### config.mk
export PLATFORM = sky130hd
export DESIGN_NAME = bus_slave_regbank
export DESIGN_NICKNAME = d
export VERILOG_FILES = /design/src/rtl/bus_slave_regbank_pkg.sv /design/src/rtl/bus_slave_regbank_mem.sv /design/src/rtl/bus_slave_regbank.sv
export SDC_FILE = /design/constraint.sdc
export NUM_CORES = 1
export LEC_CHECK = 0
export BUFFER_PORTS_ARGS = -buffer_cell sky130_fd_sc_hd__buf_2
export CORE_UTILIZATION = 55
export DETAILED_ROUTE_END_ITERATION = 16
export HOLD_SLACK_MARGIN = 0.02
export PLACE_DENSITY = 0.72
export SLEW_MARGIN = 5
export SYNTH_ARGS = -nofsm -noshare
export SYNTH_HDL_FRONTEND = slang
export SYNTH_SLANG_ARGS = --single-unit
### constraint.sdc
create_clock -name clk -period 6.4 [get_ports clk]
set_input_delay 0.32 -clock clk [delete_from_list [all_inputs] [get_ports clk]]
set_output_delay 0.32 -clock clk [all_outputs]
set_load 0.05 [all_outputs]
### src/rtl/bus_slave_regbank_pkg.sv
// rtl/bus_slave_regbank_pkg.sv - shared state encodings, bus polarities and byte-mask helper
package bus_slave_regbank_pkg;

    localparam int BUS_SLV_STATE_W = 2;

    typedef enum logic [BUS_SLV_STATE_W-1:0] {
        BUS_SLV_IDLE = 2'd0,
        BUS_SLV_WAIT = 2'd1,
        BUS_SLV_RESP = 2'd2
    } bus_slv_state_e;

    localparam logic ENABLE_ = 1'b0;
    localparam logic READ    = 1'b1;
    localparam logic WRITE   = 1'b0;

    function automatic logic [31:0] be_to_mask(input logic [3:0] be);
        return {{8{be[3]}}, {8{be[2]}}, {8{be[1]}}, {8{be[0]}}};
    endfunction

endpackage

### src/rtl/bus_slave_regbank_mem.sv
// rtl/bus_slave_regbank_mem.sv - DEPTH x 32 word store, masked write, read data valid one cycle
module bus_slave_regbank_mem #(
    parameter int DEPTH = 16,
    parameter int IDX_W = 4
) (
    input  logic             clk,
    input  logic             reset_,
    input  logic             wr_en,
    input  logic             rd_en,
    input  logic [IDX_W-1:0] idx,
    input  logic [31:0]      wr_data,
    input  logic [31:0]      wr_mask,
    output logic [31:0]      rd_data
);

    logic [31:0] words [DEPTH];

    // rd_data returns to zero on any edge without a read strobe, so it is only live in RESP.
    always_ff @(posedge clk or negedge reset_) begin
        if (!reset_) begin
            for (int i = 0; i < DEPTH; i++) begin
                words[i] <= '0;
            end
            rd_data <= '0;
        end else begin
            if (wr_en) begin
                words[idx] <= (words[idx] & ~wr_mask) | (wr_data & wr_mask);
            end
            rd_data <= rd_en ? words[idx] : '0;
        end
    end

endmodule

### src/rtl/bus_slave_regbank.sv
// rtl/bus_slave_regbank.sv - wait-state bus slave register bank; BUS_SLAVE_BE_EN adds byte enables
module bus_slave_regbank
    import bus_slave_regbank_pkg::*;
#(
    parameter int DEPTH       = 16,
    parameter int IDX_W       = 4,
    parameter int WAIT_CYCLES = 1
) (
    input  logic        clk,
    input  logic        reset_,
    input  logic        cs_,
    input  logic        as_,
    input  logic        rw,
    input  logic [29:0] addr,
    input  logic [31:0] wr_data,
`ifdef BUS_SLAVE_BE_EN
    input  logic [3:0]  be,
`endif
    output logic [31:0] rd_data,
    output logic        rdy
);

    localparam logic [3:0] WAIT_LOAD = (WAIT_CYCLES == 0) ? 4'd0 : 4'(WAIT_CYCLES - 1);

    bus_slv_state_e   state;
    logic [3:0]       wait_cnt;
    logic             lat_rw;
    logic [IDX_W-1:0] lat_idx;
    logic [31:0]      lat_data;
    logic             req;
    logic             abort;
    logic             go_resp;
    logic             cur_rw;
    logic [IDX_W-1:0] cur_idx;
    logic [31:0]      cur_data;
    logic [31:0]      cur_mask;
    logic             addr_unused;

    assign addr_unused = ^addr[29:IDX_W];

    assign req     = (cs_ == ENABLE_) && (as_ == ENABLE_);
    assign abort   = (state == BUS_SLV_WAIT) && (cs_ != ENABLE_);
    assign go_resp = ((state == BUS_SLV_IDLE) && req && (WAIT_CYCLES == 0)) ||
                     ((state == BUS_SLV_WAIT) && !abort && (wait_cnt == 4'd0));

    // With no wait states the commit happens on the accept edge, so take the bus directly.
    assign cur_rw   = (state == BUS_SLV_IDLE) ? rw : lat_rw;
    assign cur_idx  = (state == BUS_SLV_IDLE) ? addr[IDX_W-1:0] : lat_idx;
    assign cur_data = (state == BUS_SLV_IDLE) ? wr_data : lat_data;

`ifdef BUS_SLAVE_BE_EN
    logic [3:0] lat_be;
    assign cur_mask = be_to_mask((state == BUS_SLV_IDLE) ? be : lat_be);
`else
    assign cur_mask = '1;
`endif

    always_ff @(posedge clk or negedge reset_) begin
        if (!reset_) begin
            state    <= BUS_SLV_IDLE;
            wait_cnt <= '0;
            rdy      <= 1'b0;
            lat_rw   <= READ;
            lat_idx  <= '0;
            lat_data <= '0;
`ifdef BUS_SLAVE_BE_EN
            lat_be   <= '0;
`endif
        end else begin
            rdy <= go_resp;
            case (state)
                BUS_SLV_IDLE: begin
                    if (req) begin
                        lat_rw   <= rw;
                        lat_idx  <= addr[IDX_W-1:0];
                        lat_data <= wr_data;
`ifdef BUS_SLAVE_BE_EN
                        lat_be   <= be;
`endif
                        if (WAIT_CYCLES == 0) begin
                            state <= BUS_SLV_RESP;
                        end else begin
                            state    <= BUS_SLV_WAIT;
                            wait_cnt <= WAIT_LOAD;
                        end
                    end
                end
                BUS_SLV_WAIT: begin
                    if (abort) begin
                        state <= BUS_SLV_IDLE;
                    end else if (wait_cnt == 4'd0) begin
                        state <= BUS_SLV_RESP;
                    end else begin
                        wait_cnt <= wait_cnt - 4'd1;
                    end
                end
                BUS_SLV_RESP: state <= BUS_SLV_IDLE;
                default:      state <= BUS_SLV_IDLE;
            endcase
        end
    end

    bus_slave_regbank_mem #(
        .DEPTH (DEPTH),
        .IDX_W (IDX_W)
    ) u_mem (
        .clk     (clk),
        .reset_  (reset_),
        .wr_en   (go_resp && (cur_rw == WRITE)),
        .rd_en   (go_resp && (cur_rw != WRITE)),
        .idx     (cur_idx),
        .wr_data (cur_data),
        .wr_mask (cur_mask),
        .rd_data (rd_data)
    );

endmodule
==> flow_metrics.env <==
export IMPL_cts_buffers=59
export IMPL_dieArea_sq_um=47200
export IMPL_final_common_cell="nand2_1"
export IMPL_synth_cell_types=50
export IMPL_netSwitchingFraction=0.272
export IMPL_pwr_share_seq=0.467
export IMPL_core_sq_um=45500
export IMPL_via_per_inst=5.94
export IMPL_final_cell_mix="826 x nand2_1, 587 x dfrtp_1, 485 x o21ai_0"
export IMPL_root_buffer="clkbuf_16"
export IMPL_async_flop_share=1.00
export IMPL_ir_drop_uv=274
export IMPL_synthFlopType="dfrtp_1"
export IMPL_grt_pass1_wl_microns=110000
export IMPL_multi_input_area_sq_um=9830
export IMPL_fin_setup_tns_ns=0
export IMPL_startpoint_type="flip-flop"
export IMPL_placed_area_sq_um=26100
export IMPL_worst_setup_path_end_kind="flip-flop"
export IMPL_netlist_area_sq_um=25500
export IMPL_crit_path_max_fanout=80
export IMPL_p_switching_mw=2.53
export IMPL_hold_end="lat_idx[2]"
export IMPL_holdCritStartpoint="addr[2]"
export IMPL_comb_power_share=0.141
export IMPL_slew_headroom=0.163
export IMPL_start_util=0.560
export IMPL_final_nets=2808
export IMPL_min_period_ns=3.79
export IMPL_insertion_delay_ns=0.61
export IMPL_regArea_sq_um=14700
export IMPL_die_w_microns=217
export IMPL_rsz0062_at_grt="false"
export IMPL_regToRegEndpoint="u_mem.rd_data[19]"
export IMPL_rr_startpoint="state[0]"
export IMPL_critPathRequiredTime_ns=6.82
export IMPL_grt_max_degree=173
export IMPL_holdWs_ns=0.198
export IMPL_arrival_ns=4.21
export IMPL_final_cell_area_sq_um=28600
export IMPL_wire_per_inst_microns=20.5
export IMPL_intPower_mw=6.78
export IMPL_dp_cells=3242
export IMPL_via_count=20100
export IMPL_startpoint="state[0]"
export IMPL_wirelength_microns=69300
export IMPL_grt_overflow_total=0
export IMPL_finalHoldViolations=0
export IMPL_max_freq_ghz=0.264
export IMPL_drive_gt1_frac=0.0940
export IMPL_fin_crit_sh=0.592
export IMPL_synth_area_per_cell_sq_um=9.30
export IMPL_power_density_nw_per_um2=326
export IMPL_drv_slew=0
export IMPL_outcome="finished, final reports clean"
export IMPL_worstRegToRegCells=7
export IMPL_synth_edf_count=0
export IMPL_track_usage=0.301
export IMPL_max_cap_viol_count=0
export IMPL_clock_sinks=588
export IMPL_num_rows=78
export IMPL_cts_resized=0
export IMPL_clock_path_buffers=3
export IMPL_fill_cells=3734
export IMPL_drt_iter0_drc=2117
export IMPL_ys_ff_latch=588
export IMPL_drcViolationCount=0
export IMPL_netlist_instances=2737
export IMPL_holdPathStages=3
export IMPL_clock_skew_ns=0.0116
export IMPL_cts_tree="built"
export IMPL_cts_max_level=2
export IMPL_antenna_cells=0
export IMPL_place_gp_congestion=0.774
export IMPL_clkPwrFrac=0.392
export IMPL_yosysSeqAreaShare=0.578
export IMPL_path_clk_slew_ns=0.06
export IMPL_grt_pass1_vias=20000
export IMPL_r2r_slack_ns=2.61
export IMPL_dp_hpwl_microns=37900
export IMPL_io_buffers=73
export IMPL_antenna_found_initial=0
export IMPL_min_path_type="in2reg"
export IMPL_power_leakage_nw=13.2
export IMPL_setup_viol=0
export IMPL_cts_setup_buffers=0
export IMPL_ant_nets=0
export IMPL_ys_warn_count=0
export IMPL_drtPass1Iterations=6
export IMPL_syn_nets=2805
export IMPL_die_h_microns=217
export IMPL_crit_type="reg2reg"
export IMPL_finish_utilization=0.629
export IMPL_worst_pin_slew_ns=1.22
export IMPL_final_cell_count_no_fill=3386
export IMPL_design_portCount=100
export IMPL_area_growth_pct=12.3
[metal layers]
| layer | GRT usage | up-vias | share of wire |
|---|---|---|---|
| li1 | - | 9287 | - |
| met1 | 0.387 | 9900 | 0.40 |
| met2 | 0.512 | 765 | 0.49 |
| met3 | 0.0479 | 168 | 0.071 |
| met4 | 0.119 | 0 | 0.034 |
| met5 | 0 | - | 0 |
[cell families after synthesis]
logic type,share of synthesized area
flip-flops,0.578
AO/OA/AOI/OAI,0.162
adder cells (fa/ha/maj),0.000491
AND/OR/NAND/NOR,0.163
XOR/XNOR,0.000344
buffers and inverters,0.0396
multiplexers,0.0570
[through the flow]
| step | total power [mW] | setup WS, ns |
|---|---|---|
| finish | 9.31 | 2.61 |
| global route | 9.70 | 2.43 |
| CTS | 9.34 | 2.65 |
| detailed placement | 5.69 | 2.66 |
| global placement | 5.62 | 2.67 |
| floorplan | 5.23 | 4.17 |
[cells in the mapped netlist (all sizes together), types with 2 or more instances]
| cell type | n | share of area |
|---|---|---|
| a21oi | 120 | 0.024 |
| nand3 | 44 | 0.0086 |
| a22oi | 37 | 0.011 |
| nand2 | 842 | 0.13 |
| nand4 | 3 | 0.00074 |
| inv | 5 | 0.00074 |
| o31ai | 2 | 0.00079 |
| dfrtp | 587 | 0.58 |
| buf | 71 | 0.016 |
| mux2 | 3 | 0.0015 |
| mux2i | 140 | 0.056 |
| a2111oi | 13 | 0.0050 |
| nor4 | 22 | 0.0078 |
| a32oi | 56 | 0.019 |
| a21boi | 2 | 0.00059 |
| clkbuf | 153 | 0.023 |
| nand2b | 2 | 0.00049 |
| and2 | 4 | 0.00098 |
| nor3b | 3 | 0.00088 |
| nor2 | 103 | 0.015 |
| or3 | 2 | 0.00049 |
| o21ai | 497 | 0.098 |
| o22ai | 9 | 0.0022 |
| nor3 | 4 | 0.00079 |
[critical path, stage by stage (launching register included)]
cell and delay (ns):
dfrtp_1 0.46, o21ai_0 0.62, and2_4 0.89, buf_12 0.45
nand2_1 0.11, a32oi_1 0.21, a21oi_1 0.10, nor4_1 0.69
[repair_timing]
action	in CTS	in global routing
hold endpoints to repair	109	0
hold buffers	37	0
endpoints found under the setup margin	0	0
[registers in the layout, indices dropped and copies added (netlist names)]
name / cells
lat_rw: 1
lat_data: 32
state: 2
wait_cnt: 4
u_mem.rd_data: 32
lat_idx: 4
rdy: 1
u_mem.words: 512
[power by group through the flow]
stage               Sequential (mW)  Clock [mW]  Combinational (mW)
floorplan                      4.36           0               0.864
global placement               4.38           0                1.24
detailed placement             4.41           0                1.28
CTS                            4.34        3.70                1.31
global route                   4.39        3.85                1.47
finish                         4.35        3.65                1.31
[worst max path at each step]
stage,to,slack [ns]
after floorplan,u_mem.words[194],4.17
after global placement,u_mem.rd_data[19],2.67
after detailed placement,u_mem.rd_data[19],2.66
after CTS,u_mem.rd_data[19],2.65
after global routing,u_mem.rd_data[19],2.43
final,u_mem.rd_data[19],2.61
[final cells by class]
cell class / instances / area share
Multi-Input combinational cell: 1920 / 0.344
Tap cell: 600 / 0.0263
Timing Repair Buffer: 166 / 0.0421
Inverter: 5 / 0.000657
Sequential cell: 588 / 0.515
Clock buffer: 88 / 0.0619
Clock inverter: 19 / 0.0105
Note: power is estimated with default switching activity, not from simulation.
